[src/rtl/pattern_scheduler_if.sv]
// Control/status bundle between the frame timing logic and the pattern scheduler.
// master drives the requests, slave (the scheduler) drives the pattern selection.
interface pattern_scheduler_if;
  logic       next_frame;
  logic       btn_next;
  logic       btn_speed;
  logic       auto_mode;
  logic [1:0] pattern_sel;
  logic [3:0] pattern_enable;
  logic [2:0] step_size;
  logic       blank;

  modport master (
    output next_frame,
    output btn_next,
    output btn_speed,
    output auto_mode,
    input  pattern_sel,
    input  pattern_enable,
    input  step_size,
    input  blank
  );

  modport slave (
    input  next_frame,
    input  btn_next,
    input  btn_speed,
    input  auto_mode,
    output pattern_sel,
    output pattern_enable,
    output step_size,
    output blank
  );
endinterface

[src/rtl/pattern_scheduler.sv]
// Test-pattern scheduler: SHOW/BLANK sequencing, dwell timing and speed control.
// Optional SPEED_RAMP_EN: step_size ramps from 1 up to the speed setting on pattern entry.
module pattern_scheduler #(
  parameter int unsigned DWELL_FRAMES = 240,
  parameter int unsigned BLANK_FRAMES = 4
) (
  input  logic               clk,
  input  logic               rst,
  pattern_scheduler_if.slave bus
);

  typedef enum logic {
    SHOW  = 1'b0,
    BLANK = 1'b1
  } state_e;

  localparam logic [7:0] DWELL_LAST = 8'(DWELL_FRAMES);
  localparam logic [3:0] BLANK_LAST = 4'(BLANK_FRAMES);

  state_e     state_q, state_d;
  logic [7:0] dwell_q, dwell_d;
  logic [3:0] blank_q, blank_d;
  logic [1:0] sel_q, sel_d;
  logic [2:0] speed_q, speed_d;
  logic       to_show;

  always_comb begin
    state_d = state_q;
    dwell_d = dwell_q;
    blank_d = blank_q;
    sel_d   = sel_q;
    to_show = 1'b0;
    unique case (state_q)
      SHOW: begin
        blank_d = '0;
        // a manual request beats a coincident frame tick
        if (bus.btn_next) begin
          state_d = BLANK;
          dwell_d = '0;
        end else if (bus.auto_mode && bus.next_frame) begin
          if (dwell_q + 8'd1 == DWELL_LAST) begin
            state_d = BLANK;
            dwell_d = '0;
          end else begin
            dwell_d = dwell_q + 8'd1;
          end
        end
      end
      BLANK: begin
        if (bus.next_frame) begin
          if (blank_q + 4'd1 == BLANK_LAST) begin
            state_d = SHOW;
            sel_d   = sel_q + 2'd1;
            blank_d = '0;
            dwell_d = '0;
            to_show = 1'b1;
          end else begin
            blank_d = blank_q + 4'd1;
          end
        end
      end
      default: ;
    endcase
  end

  always_comb begin
    speed_d = speed_q;
    if (bus.btn_speed) begin
      speed_d = (speed_q == 3'd7) ? 3'd1 : speed_q + 3'd1;
    end
  end

  always_ff @(posedge clk or posedge rst) begin
    if (rst) begin
      state_q <= SHOW;
      dwell_q <= '0;
      blank_q <= '0;
      sel_q   <= '0;
      speed_q <= 3'd2;
    end else begin
      state_q <= state_d;
      dwell_q <= dwell_d;
      blank_q <= blank_d;
      sel_q   <= sel_d;
      speed_q <= speed_d;
    end
  end

`ifdef SPEED_RAMP_EN
  logic [2:0] step_q, step_d;

  always_comb begin
    step_d = step_q;
    if (to_show) begin
      step_d = 3'd1;
    end else if (speed_d < step_q) begin
      step_d = speed_d;
    end else if (state_q == SHOW && bus.next_frame && step_q < speed_d) begin
      step_d = step_q + 3'd1;
    end
  end

  always_ff @(posedge clk or posedge rst) begin
    if (rst) begin
      step_q <= 3'd2;
    end else begin
      step_q <= step_d;
    end
  end

  assign bus.step_size = step_q;
`else
  assign bus.step_size = speed_q;
`endif

  assign bus.pattern_sel    = sel_q;
  assign bus.blank          = (state_q == BLANK);
  assign bus.pattern_enable = (state_q == SHOW) ? (4'b0001 << sel_q) : 4'b0000;

endmodule

[src/flat_wrapper.sv]
// flat-port wrapper written by rule: the top's interface ports become plain ports
module pattern_scheduler_flat 
#(
  parameter int unsigned DWELL_FRAMES = 240,
  parameter int unsigned BLANK_FRAMES = 4
)
  (clk, rst, bus_next_frame, bus_btn_next, bus_btn_speed, bus_auto_mode, bus_pattern_sel, bus_pattern_enable, bus_step_size, bus_blank);
  pattern_scheduler_if bus_i ();
  input  logic clk;
  input  logic rst;
  input wire logic [$bits(bus_i.next_frame)-1:0] bus_next_frame;
  input wire logic [$bits(bus_i.btn_next)-1:0] bus_btn_next;
  input wire logic [$bits(bus_i.btn_speed)-1:0] bus_btn_speed;
  input wire logic [$bits(bus_i.auto_mode)-1:0] bus_auto_mode;
  output wire logic [$bits(bus_i.pattern_sel)-1:0] bus_pattern_sel;
  output wire logic [$bits(bus_i.pattern_enable)-1:0] bus_pattern_enable;
  output wire logic [$bits(bus_i.step_size)-1:0] bus_step_size;
  output wire logic [$bits(bus_i.blank)-1:0] bus_blank;
  assign bus_i.next_frame = bus_next_frame;
  assign bus_i.btn_next = bus_btn_next;
  assign bus_i.btn_speed = bus_btn_speed;
  assign bus_i.auto_mode = bus_auto_mode;
  assign bus_pattern_sel = bus_i.pattern_sel;
  assign bus_pattern_enable = bus_i.pattern_enable;
  assign bus_step_size = bus_i.step_size;
  assign bus_blank = bus_i.blank;
  pattern_scheduler #(.DWELL_FRAMES(DWELL_FRAMES), .BLANK_FRAMES(BLANK_FRAMES)) u_core (.clk(clk), .rst(rst), .bus(bus_i));
endmodule
[config.mk]
export PLATFORM = sky130hd
export DESIGN_NAME = pattern_scheduler_flat
export DESIGN_NICKNAME = d
export VERILOG_FILES = /design/src/rtl/pattern_scheduler_if.sv /design/src/rtl/pattern_scheduler.sv /design/src/flat_wrapper.sv
export SDC_FILE = /design/constraint.sdc
export NUM_CORES = 1
export LEC_CHECK = 0
export CORE_MARGIN = 5
export CORE_UTILIZATION = 57
export CTS_CLUSTER_DIAMETER = 200
export DETAILED_ROUTE_END_ITERATION = 6
export PLACE_DENSITY_LB_ADDON = 0.05
export SYNTH_ARGS = -nofsm -noshare
export SYNTH_HDL_FRONTEND = slang
export SYNTH_SLANG_ARGS = --single-unit
[constraint.sdc]
create_clock -name clk -period 3.8 [get_ports clk]
set_clock_uncertainty 0.15 [all_clocks]
set_input_delay 0.57 -clock clk [delete_from_list [all_inputs] [get_ports clk]]
set_output_delay 0.57 -clock clk [all_outputs]
set_load 0.01 [all_outputs]
==> Implementation_results.wiki <==
{| class="wikitable"
! Metric !! Value
|-
| Result of the run || finished, final reports clean
|-
| Data required time of the worst path || 3.08 ns
|-
| Via count of the first global-routing pass || 842
|-
| Met2 usage || 0.289
|-
| H-tree Lvls || 1
|-
| I/O pin total || 16
|-
| Final net count || 153
|-
| Final-report max-slew violation count || 0
|-
| Number of port buffers || 15
|-
| Detail-routed net length per standard cell || approximately 13 um
|-
| Worst reg2reg endpoint || u_core.dwell_q[7]
|-
| Full die area || roughly 0.0030 sq mm
|-
| # Post-CTS Setup Buffers || 0
|-
| Hold Vio Cnt, Final || 0
|-
| Fmax || 421 MHz
|-
| Root buffer selected by CTS || clkbuf_4
|-
| Final worst-path cycle share || 0.624
|-
| EDFF count, synth || 0
|-
| Count of distinct cell types in the synthesized netlist || 36
|-
| Worst Path Class, Setup || reg2out
|-
| Num Clock Sinks || 18
|-
| Worst Reg2Reg Path Length in Cells || 6
|-
| Proportion of synthesized chip area in sequential cells || 0.399
|-
| Number of remaining DRC errors || 0
|-
| Number of instances in the synthesized netlist || 120
|-
| Detailed placer's ending HPWL || roughly 1.7 mm
|-
| Final number of setup-violating endpoints || 0
|-
| Grt met1 use || 0.221
|-
| Post-detailed-route count of antenna-violating nets || 0
|-
| Critical path data arrival time || 1.65 ns
|-
| Critical path peak fanout || 5
|-
| Post-synthesis to final-layout area growth || 18.7%
|-
| Global-route wire length before repair || between 3 and 4 mm
|-
| Critical path destination || bus_pattern_enable[2]
|-
| Longest Clk Path Bufs || 2
|-
| Total via count after detailed routing || 933
|-
| Wire length after detailed routing || roughly 2.2 mm
|-
| Syn Area/Cell || 9.43 sq um
|-
| Die W || 54.5 um
|-
| Share of final-layout standard cells stronger than drive strength 1 || 0.0949
|-
| Pin count of the biggest net entering global routing || 19
|-
| Power per Cell Area || 623 mW/mm^2
|-
| Unrepaired setup endpoints after global routing || no
|-
| DIE HEIGHT || roughly 55 um
|-
| Number of antenna violations at the first check in global routing || 0
|-
| Post-cts sizing count || 0
|-
| Yosys reg bits || 18
|-
| Global-route total usage across every layer || 0.172
|-
| Crit path capture type || output port
|-
| Non-Filler Instances || 164
|-
| Initial Utilization || 0.589
|-
| Area taken by flip-flops and latches || 452 sq um
|-
| Number of antenna diodes || 0
|-
| Number of hold buffers added after cts || 0
|-
| Slew headroom || 0.547
|-
| Startpoint type of the worst setup path || register
|-
| Most instantiated flip-flop cell in the synthesis netlist || dfrtp_1
|-
| Tightest Pin Transition || 0.679 ns
|-
| Max-capacitance violation count || 0
|-
| Most Crowded Layer GR || met2
|-
| Initial DRC Count || 20
|-
| Filler Cells Inserted || 163
|-
| Synthesized netlist net count || 135
|-
| Synthesized area || around 0.0011 sq mm
|-
| Worst-Skew Late Latency || around 0.28 ns
|-
| Total design power || 0.837 mW
|-
| Rows || 16
|-
| Gpl congestion || 0.785
|-
| Yosys warning total || 0
|-
| Leakage power of the design || 0.561 nW
|-
| Final critical delay including setup and external delays || 2.37 ns
|-
| Critical Path Source || u_core.bus.pattern_sel[0]
|-
| Worst Min Path Start || u_core.bus.step_size[1]
|-
| Worst R2R Start || u_core.blank_q[0]
|-
| Async S/R FF share, synth || 1.00
|-
| Post-route setup TNS || 0 ns
|-
| CTS tree || yes
|-
| Area taken by multi-input logic gates || 633 sq um
|-
| Count of TritonRoute iterations in the first routing pass || 4
|-
| Count of placed standard cells including taps || 160
|-
| Std-Cell Core Area || 0.00192 sq mm
|-
| Number of buffers created by CTS || 3
|-
| Peak supply drop || 0.000359 V
|-
| Number of vias per cell after detailed routing || 5.69
|-
| Routing usage on met3 || 0.0354
|-
| Clock edge transition at the registers on the reported setup and hold paths || 0.10 ns
|-
| Reg-to-reg slack, setup || 1.69 ns
|-
| Aggregate global routing overflow || 0
|-
| Class of the worst hold path || reg2reg
|}
[cell usage after synthesis (all sizes together) (2+ instances only)]
master / instances / area (sq um)
inv: 10 / 37.5
a21oi: 3 / 15.0
nand3: 5 / 25.0
a31oi: 5 / 31.3
mux2i: 3 / 30.0
ha: 9 / 113
nor2: 5 / 18.8
xnor2: 3 / 26.3
nand2b: 3 / 18.8
and2: 4 / 25.0
and3: 4 / 26.3
a311oi: 2 / 17.5
mux2: 3 / 33.8
o21ai: 8 / 43.8
dfrtp: 17 / 425
nor2b: 6 / 37.5
nand4: 3 / 18.8
nand2: 12 / 45.0
nor3: 3 / 20.0
[cell families after synthesis]
| logic type | count (synthesis) | share of synthesized area |
|---|---|---|
| flip-flops | 18 | 0.399 |
| multiplexers | 6 | 0.0564 |
| adder cells (fa/ha/maj) | 9 | 0.0996 |
| XOR/XNOR | 4 | 0.0310 |
| AND/OR/NAND/NOR | 47 | 0.220 |
| AO/OA/AOI/OAI | 24 | 0.153 |
| buffers and inverters | 12 | 0.0409 |
[layout by cell type, fill, tap and decap left out, types with 2 or more instances in the layout]
master           synthesis  layout
nor2b_1                  6       6
and3_1                   3       3
nand4_1                  3       3
nor3_1                   2       2
dfrtp_1                 17      17
nand2_1                 12      12
nand3_1                  5       5
nand2b_1                 3       3
o21ai_1                  2       2
clkdlybuf4s50_1          0      15
a21oi_1                  3       3
xnor2_1                  3       3
mux2_2                   2       2
inv_1                   10      10
clkbuf_4                 0       3
a31oi_1                  5       5
ha_1                     9       9
nor2_1                   5       5
o21ai_0                  5       5
a311oi_1                 2       2
mux2i_1                  3       3
and2_1                   4       4
[metrics by stage]
stage          setup WS (ns)  hold WS, ns   util  area (sq um)
2_1_floorplan           1.91        0.332      -          1130
3_3_place_gp            1.41        0.327  0.680          1310
3_5_place_dp            1.37        0.367  0.680          1310
4_1_cts                 1.41        0.382  0.699          1340
5_1_grt                 1.30        0.410  0.699          1340
6_report                1.43        0.369  0.699          1340
[per-layer routing]
| metal | vias up | wire length [um] |
|---|---|---|
| met5 | - | 0 |
| met4 | 0 | 10 |
| met3 | 2 | 73 |
| met2 | 17 | 1080 |
| met1 | 455 | 1020 |
| li1 | 459 | - |
[how the worst min path moves through the flow]
stage | end | depth (start not counted) | slack (ns)
3_5_place_dp | u_core.bus.step_size[1] | 2 | 0.37
4_1_cts | u_core.bus.step_size[1] | 2 | 0.38
2_1_floorplan | u_core.bus.step_size[1] | 2 | 0.33
3_3_place_gp | u_core.bus.step_size[1] | 2 | 0.33
5_1_grt | u_core.bus.step_size[1] | 2 | 0.41
6_report | u_core.bus.step_size[1] | 2 | 0.37
[critical path: stages (launching register included)]
cell and delay [ns]:
dfrtp_1 0.45, inv_1 0.10, ha_1 0.14, nor2b_1 0.12, clkdlybuf4s50_1 0.55
[flip-flops by register name, summed over array words and instances (netlist names)]
name	count
u_core.bus.pattern_sel	2
u_core.dwell_q	8
u_core.blank_q	4
u_core.bus.blank	1
u_core.bus.step_size	3
[area by class of cell]
type,instances,area share
clock buffers,4,0.0270
inverters,10,0.0280
multi-input cells,90,0.472
flip-flops and latches,18,0.336
well taps,27,0.0252
repair buffers,15,0.112
[power by group]
group          total [mW]  leakage, nW  internal [mW]  switching, mW
Clock               0.116       0.0210         0.0583         0.0580
Combinational       0.352        0.312          0.186          0.166
Sequential          0.368        0.228          0.268         0.0997
Note: power is estimated with default switching activity, not from simulation.
==> RTL change 1, RTL diff (same flow settings) <==
Add a define of `SPEED_RAMP_EN`.
--- a/src/rtl/pattern_scheduler.sv
+++ b/src/rtl/pattern_scheduler.sv
@@ -2,2 +2,4 @@
 // Optional SPEED_RAMP_EN: step_size ramps from 1 up to the speed setting on pattern entry.
+`define SPEED_RAMP_EN
+
 module pattern_scheduler #(
Behaviour: not the same (Yosys sat finds a counterexample within 4 cycles, from zero or initial values and one cycle with rst high).
==> RTL change 1 against the unedited design <==
- sequential share of layout area rose by 0.17 points
- fmax is 9.8% lower
- total power up 29%
- sequential cell count rose by 3
- non-clock buffer count is 1 higher
- synthesized area up 20%
- clock power is 6% lower
- cell area rose by 16%
- count of clock-buffer cells in the layout decreased by 1
- worst setup slack worse by 0.26 ns
- routed wire length grew 25%
- largest cell class unchanged
- highest routed layer unchanged
==> RTL change 1: results (changes against the unedited design) <==
| Step | Metric | Reported | vs unedited |
|---|---|---|---|
| placement | Worst setup slack before clock tree synthesis | 0.824 ns | was 1.37 ns |
| worst setup path | Arrival time worst endpoint | 2.68 ns | was 1.65 ns |
| final layout | Non-Clock Inverter Count | 9 | was 10 |
| pwr | Lkg Pwr | 0.676 nW | was 0.561 nW |
| synthesis | Synthesis-stage register bit count | 21 | was 18 |
| worst setup path | Critical path origin | bus_btn_speed | was u_core.bus.pattern_sel[0]$_DFFE_PP0P_ |
| final layout | Post-layout net count | 177 | was 153 |
| synthesis | Largest cells by area after synthesis | dfrtp_1 (35%), ha_1 (12%), dfstp_2 (3.9%), a21oi_1 (3.7%), o21ai_0 (3.3%) | was dfrtp_1 (38%), ha_1 (10%), nand2_1 (4.0%), inv_1 (3.3%), nor2b_1 (3.3%) |
| grt | GR Util met1 | 22.2% | was 22.1% |
| final layout | #MultiIn Comb | 107 | was 90 |
| detailed routing | Wire length on met1 | 1.27 mm | was 1.02 mm |
| final layout | Share of post-route cells with drive strength above 1 | 10.8% | was 9.49% |
| worst setup path | Worst reg2reg setup slack | 1.21 ns | was 1.69 ns |
| timing | Transition time of the tightest slew-check pin | 0.790 ns | was 0.679 ns |
| min path | Start point of the worst min-delay path | u_core.blank_q[3]$_DFFE_PP0P_ | was u_core.bus.step_size[1]$_DFFE_PP1P_ |
| worst setup path | Worst R2R Start | u_core.speed_q[1]$_DFF_PP1_ | was u_core.blank_q[0]$_DFFE_PP0P_ |
| placement | Number of placed instances, taps included | 181 | was 160 |
| timing | Post-Route Hold Slack | 0.426 ns | was 0.369 ns |
| placement | Standard cell area after detailed placement | 0.00153 mm^2 | was 0.00131 mm^2 |
| final layout | Clock network area share | 1.76% | was 2.70% |
| placement | Last weighted congestion value of the routability-driven placer | 0.807 | was 0.785 |
| final layout | Non-clock buffering overhead in the final layout | 10.1% | was 11.2% |
| grt | Met2 Use GR | 29.5% | was 28.9% |
| detailed routing | Routed wire length | 2.73 mm | was 2.19 mm |
| outcome | Run status | complete, no violations | unchanged |
| grt | Pin count of the biggest net entering global routing | 22 | was 19 |
| timing | Period Utilization, post-route | 69.2% | was 62.4% |
| synthesis | Part of the Yosys area used for sequential elements | 38.8% | was 39.9% |
| final layout | Count of fill cells added during filler insertion | 182 | was 163 |
| placement | Sum of net half-perimeters after detailed placement | 2.11 mm | was 1.69 mm |
| detailed routing | Avg Vias per Cell | 5.88 | was 5.69 |
| synthesis | Commonest cells post-synth | dfrtp_1 (19), ha_1 (13), a21oi_1 (10), nor2_1 (10) | was dfrtp_1 (17), nand2_1 (12), inv_1 (10), ha_1 (9), nor2b_1 (6) |
| detailed routing | Initial detailed-routing violation count | 27 | was 20 |
| worst setup path | Critical path destination | u_core.bus.step_size[0]$_DFFE_PP0P_ | was bus_pattern_enable[2] |
| clocking | Worst skew pair latency | 0.30 ns | was 0.28 ns |
| pwr | IR drop worst, VDD | 0.000467 V | was 0.000359 V |
| synthesis | Nets in the synthesized netlist | 161 | was 135 |
| final layout | Multi-input combinational area share | 49.9% | was 47.2% |
RTL change 1: kinds of logic (layout without fill, tap and decap cells):
group                      count (synthesis)  count (layout)  synth area share [%]
DFF                                       21              21                  38.8
buffers and inverters                     14              29                  4.04
muxes                                      5               5                  3.86
and+or+nand+nor                           47              47                  18.5
AOI/OAI and AO/OA                         36              36                  19.0
adders and majority gates                 13              13                  11.9
xor gates and xnor gates                   6               6                  3.86
RTL change 1: power breakdown:
| part | leakage [nW] | internal, mW | switching (mW) | total [mW] |
|---|---|---|---|---|
| combinational | 0.399 | 0.265 | 0.274 | 0.539 |
| clock | 0.0177 | 0.0392 | 0.0703 | 0.109 |
| sequential | 0.259 | 0.322 | 0.109 | 0.431 |
RTL change 1: critical path, cell delays in order:
cell	delay (ns)
clkdlybuf4s50_1	0.54
mux2_2	0.38
ha_1	0.29
nor2b_1	0.13
o21ai_0	0.17
nand2b_1	0.17
mux2i_1	0.15
or2_2	0.29
==> RTL change 2, RTL diff (same flow settings) <==
Without the edit above. `DWELL_FRAMES` is set to 240 in 2 places; all go to 180.
--- a/src/rtl/pattern_scheduler.sv
+++ b/src/rtl/pattern_scheduler.sv
@@ -3,3 +3,3 @@
 module pattern_scheduler #(
-  parameter int unsigned DWELL_FRAMES = 240,
+  parameter int unsigned DWELL_FRAMES = 180,
   parameter int unsigned BLANK_FRAMES = 4
--- a/src/flat_wrapper.sv
+++ b/src/flat_wrapper.sv
@@ -3,3 +3,3 @@
 #(
-  parameter int unsigned DWELL_FRAMES = 240,
+  parameter int unsigned DWELL_FRAMES = 180,
   parameter int unsigned BLANK_FRAMES = 4
Function: same outputs for any inputs over 10 cycles, from zero or initial values and one cycle with rst high; that may be too few to reach the edited logic, so the function may still have changed.
==> RTL change 2 against the unedited design <==
- utilization grew 0.49 points
- total power is 1.2% lower
- synthesized area increased by 4.8%
- critical path type unchanged
- fmax up 0.43%
- cell count is 2.4% higher
- sequential cell count unchanged
- routed wire length up 6.1%
- die area up 3.9%
- count of clock-buffer cells in the layout stayed put
- global-route usage decreased by 0.43 points
- cell area increased by 2.8%
- worst setup slack improved by 0.010 ns
- non-clock buffer count unchanged
==> RTL change 2: results (changes against the unedited design) <==
| Step | Metric | Reported | vs unedited |
|---|---|---|---|
| outcome | Run status | complete, no violations | unchanged |
| placement | Last weighted congestion value of the routability-driven placer | 0.845 | was 0.785 |
| timing | Maximum clock frequency | 423 MHz | was 421 MHz |
| placement | Number of placed instances, taps included | 164 | was 160 |
| synthesis | Commonest cells post-synth | dfrtp_1 (17), ha_1 (10), inv_1 (10), nand2_1 (9) | was dfrtp_1 (17), nand2_1 (12), inv_1 (10), ha_1 (9), nor2b_1 (6) |
| worst setup path | CP max stage delay | 0.55 ns | about the same |
| synthesis | Netlist cell types | 45 | was 36 |
| synthesis | Largest cells by area after synthesis | dfrtp_1 (36%), ha_1 (11%), nor2b_1 (4.2%), nand3_1 (3.4%), inv_1 (3.2%) | was dfrtp_1 (38%), ha_1 (10%), nand2_1 (4.0%), inv_1 (3.3%), nor2b_1 (3.3%) |
| final layout | Share of post-route cells with drive strength above 1 | 8.51% | was 9.49% |
| worst setup path | Max stage delay cell, worst path | clkdlybuf4s50_1 | unchanged |
| detailed routing | Wire length on met1 | 1.00 mm | was 1.02 mm |
| min path | Hold path cells | 2 | unchanged |
| pwr | Lkg Pwr | 0.593 nW | was 0.561 nW |
| grt | Wire length of the first global-routing pass | 4.30 mm | was 3.66 mm |
| synthesis | Part of the Yosys area used for sequential elements | 38.1% | was 39.9% |
| detailed routing | Routed length per instance | 13.8 um | was 13.3 um |
| placement | Worst setup slack before clock tree synthesis | 1.27 ns | was 1.37 ns |
| detailed routing | WL met3 | 113 um | was 73 um |
| clocking | Post CTS Setup Buffer Count | 0 | unchanged |
| synthesis | Nets in the synthesized netlist | 141 | was 135 |
| synthesis | Fraction of post-synthesis cell area in the top cell type by area | 35.9% | was 37.6% |
| detailed routing | Routed wire length | 2.32 mm | was 2.19 mm |
| grt | Vias in the first global route | 1,005 | was 842 |
| placement | Count of input and output buffers | 15 | unchanged |
| detailed routing | Count of TritonRoute iterations in the first routing pass | 5 | was 4 |
| synthesis | Number of standard cells after synthesis | 125 | was 120 |
| grt | Total track usage | 16.7% | was 17.2% |
| detailed routing | Initial detailed-routing violation count | 11 | was 20 |
| timing | Slew margin rel. | 55.3% | was 54.7% |
| final layout | Largest register by flop count | u_core.dwell_q | unchanged |
| detailed routing | Avg Vias per Cell | 5.83 | was 5.69 |
| worst setup path | Reg2Reg Depth | 6 | unchanged |
| worst setup path | Worst reg2reg setup slack | 1.61 ns | was 1.69 ns |
| clocking | Reg clk slew, reported paths | 0.10 ns | about the same |
| pwr | IR drop worst, VDD | 0.000324 V | was 0.000359 V |
| pwr | Cell internal power dissipation | 0.508 mW | was 0.513 mW |
| detailed routing | Amount of wire on met2 after detailed routing | 1.17 mm | was 1.08 mm |
| placement | Sum of net half-perimeters after detailed placement | 1.83 mm | was 1.69 mm |
| clocking | # H-tree levels | 1 | unchanged |
[RTL change 2: cell families (layout without fill, tap and decap cells)]
| family | Yosys count | in the layout | share of synthesized area, % |
|---|---|---|---|
| buffers and inverters | 13 | 29 | 5.28 |
| adders and majority gates | 10 | 10 | 10.6 |
| AOI/OAI and AO/OA | 27 | 27 | 16.2 |
| DFF | 18 | 18 | 38.1 |
| and+or+nand+nor | 50 | 50 | 24.1 |
| muxes | 4 | 4 | 3.59 |
| xor gates and xnor gates | 3 | 3 | 2.22 |
[RTL change 2: layout make-up]
| class | count | area [um^2] |
|---|---|---|
| clock buffers | 4 | 36.3 |
| flip-flops and latches | 18 | 452 |
| well taps | 27 | 33.8 |
| repair buffers | 15 | 150 |
| fillers | 166 | 582 |
| inverters | 10 | 37.5 |
| multi-input cells | 94 | 671 |
[RTL change 2: metrics by stage]
step                      utilization, %  instance area, um^2  hold slack (ns)
final                               70.3                 1380            0.356
after global routing                70.3                 1380            0.380
after CTS                           70.3                 1380            0.361
after detailed placement            68.5                 1340            0.345
after global placement              68.5                 1340            0.323
after floorplan                        -                 1180            0.339
[RTL change 2: worst max path at each step]
stage / endpoint / start / cells past startpoint
6_report: bus_pattern_enable[2] / u_core.bus.pattern_sel[0]$_DFFE_PP0P_ / 4
5_1_grt: bus_pattern_enable[0] / u_core.bus.pattern_sel[0]$_DFFE_PP0P_ / 4
4_1_cts: bus_pattern_enable[2] / u_core.bus.pattern_sel[0]$_DFFE_PP0P_ / 4
3_5_place_dp: u_core.dwell_q[7]$_DFFE_PP0P_ / bus_next_frame / 5
3_3_place_gp: u_core.dwell_q[7]$_DFFE_PP0P_ / bus_next_frame / 5
2_1_floorplan: u_core.dwell_q[7]$_DFFE_PP0P_ / u_core.blank_q[0]$_DFFE_PP0P_ / 7
[RTL change 2: metal layers]
metal	GRT usage [%]	vias to the layer above
met5	0	-
met4	7.29	0
met3	3.25	4
met2	29.4	33
met1	19.7	462
li1	-	480
[RTL change 2: power groups by stage]
stage | combinational (mW) | sequential, mW | clock (mW)
CTS | 0.355 | 0.360 | 0.120
global route | 0.404 | 0.377 | 0.128
global placement | 0.339 | 0.358 | 0
floorplan | 0.231 | 0.350 | 0
detailed placement | 0.354 | 0.364 | 0
finish | 0.350 | 0.361 | 0.116
[RTL change 2: critical path, delay by kind of cell (launching register included)]
kind	cells	cell delay [ns]
fa+ha+maj	1	0.14
simple gates	1	0.13
flops	1	0.45
buf+inv	2	0.65
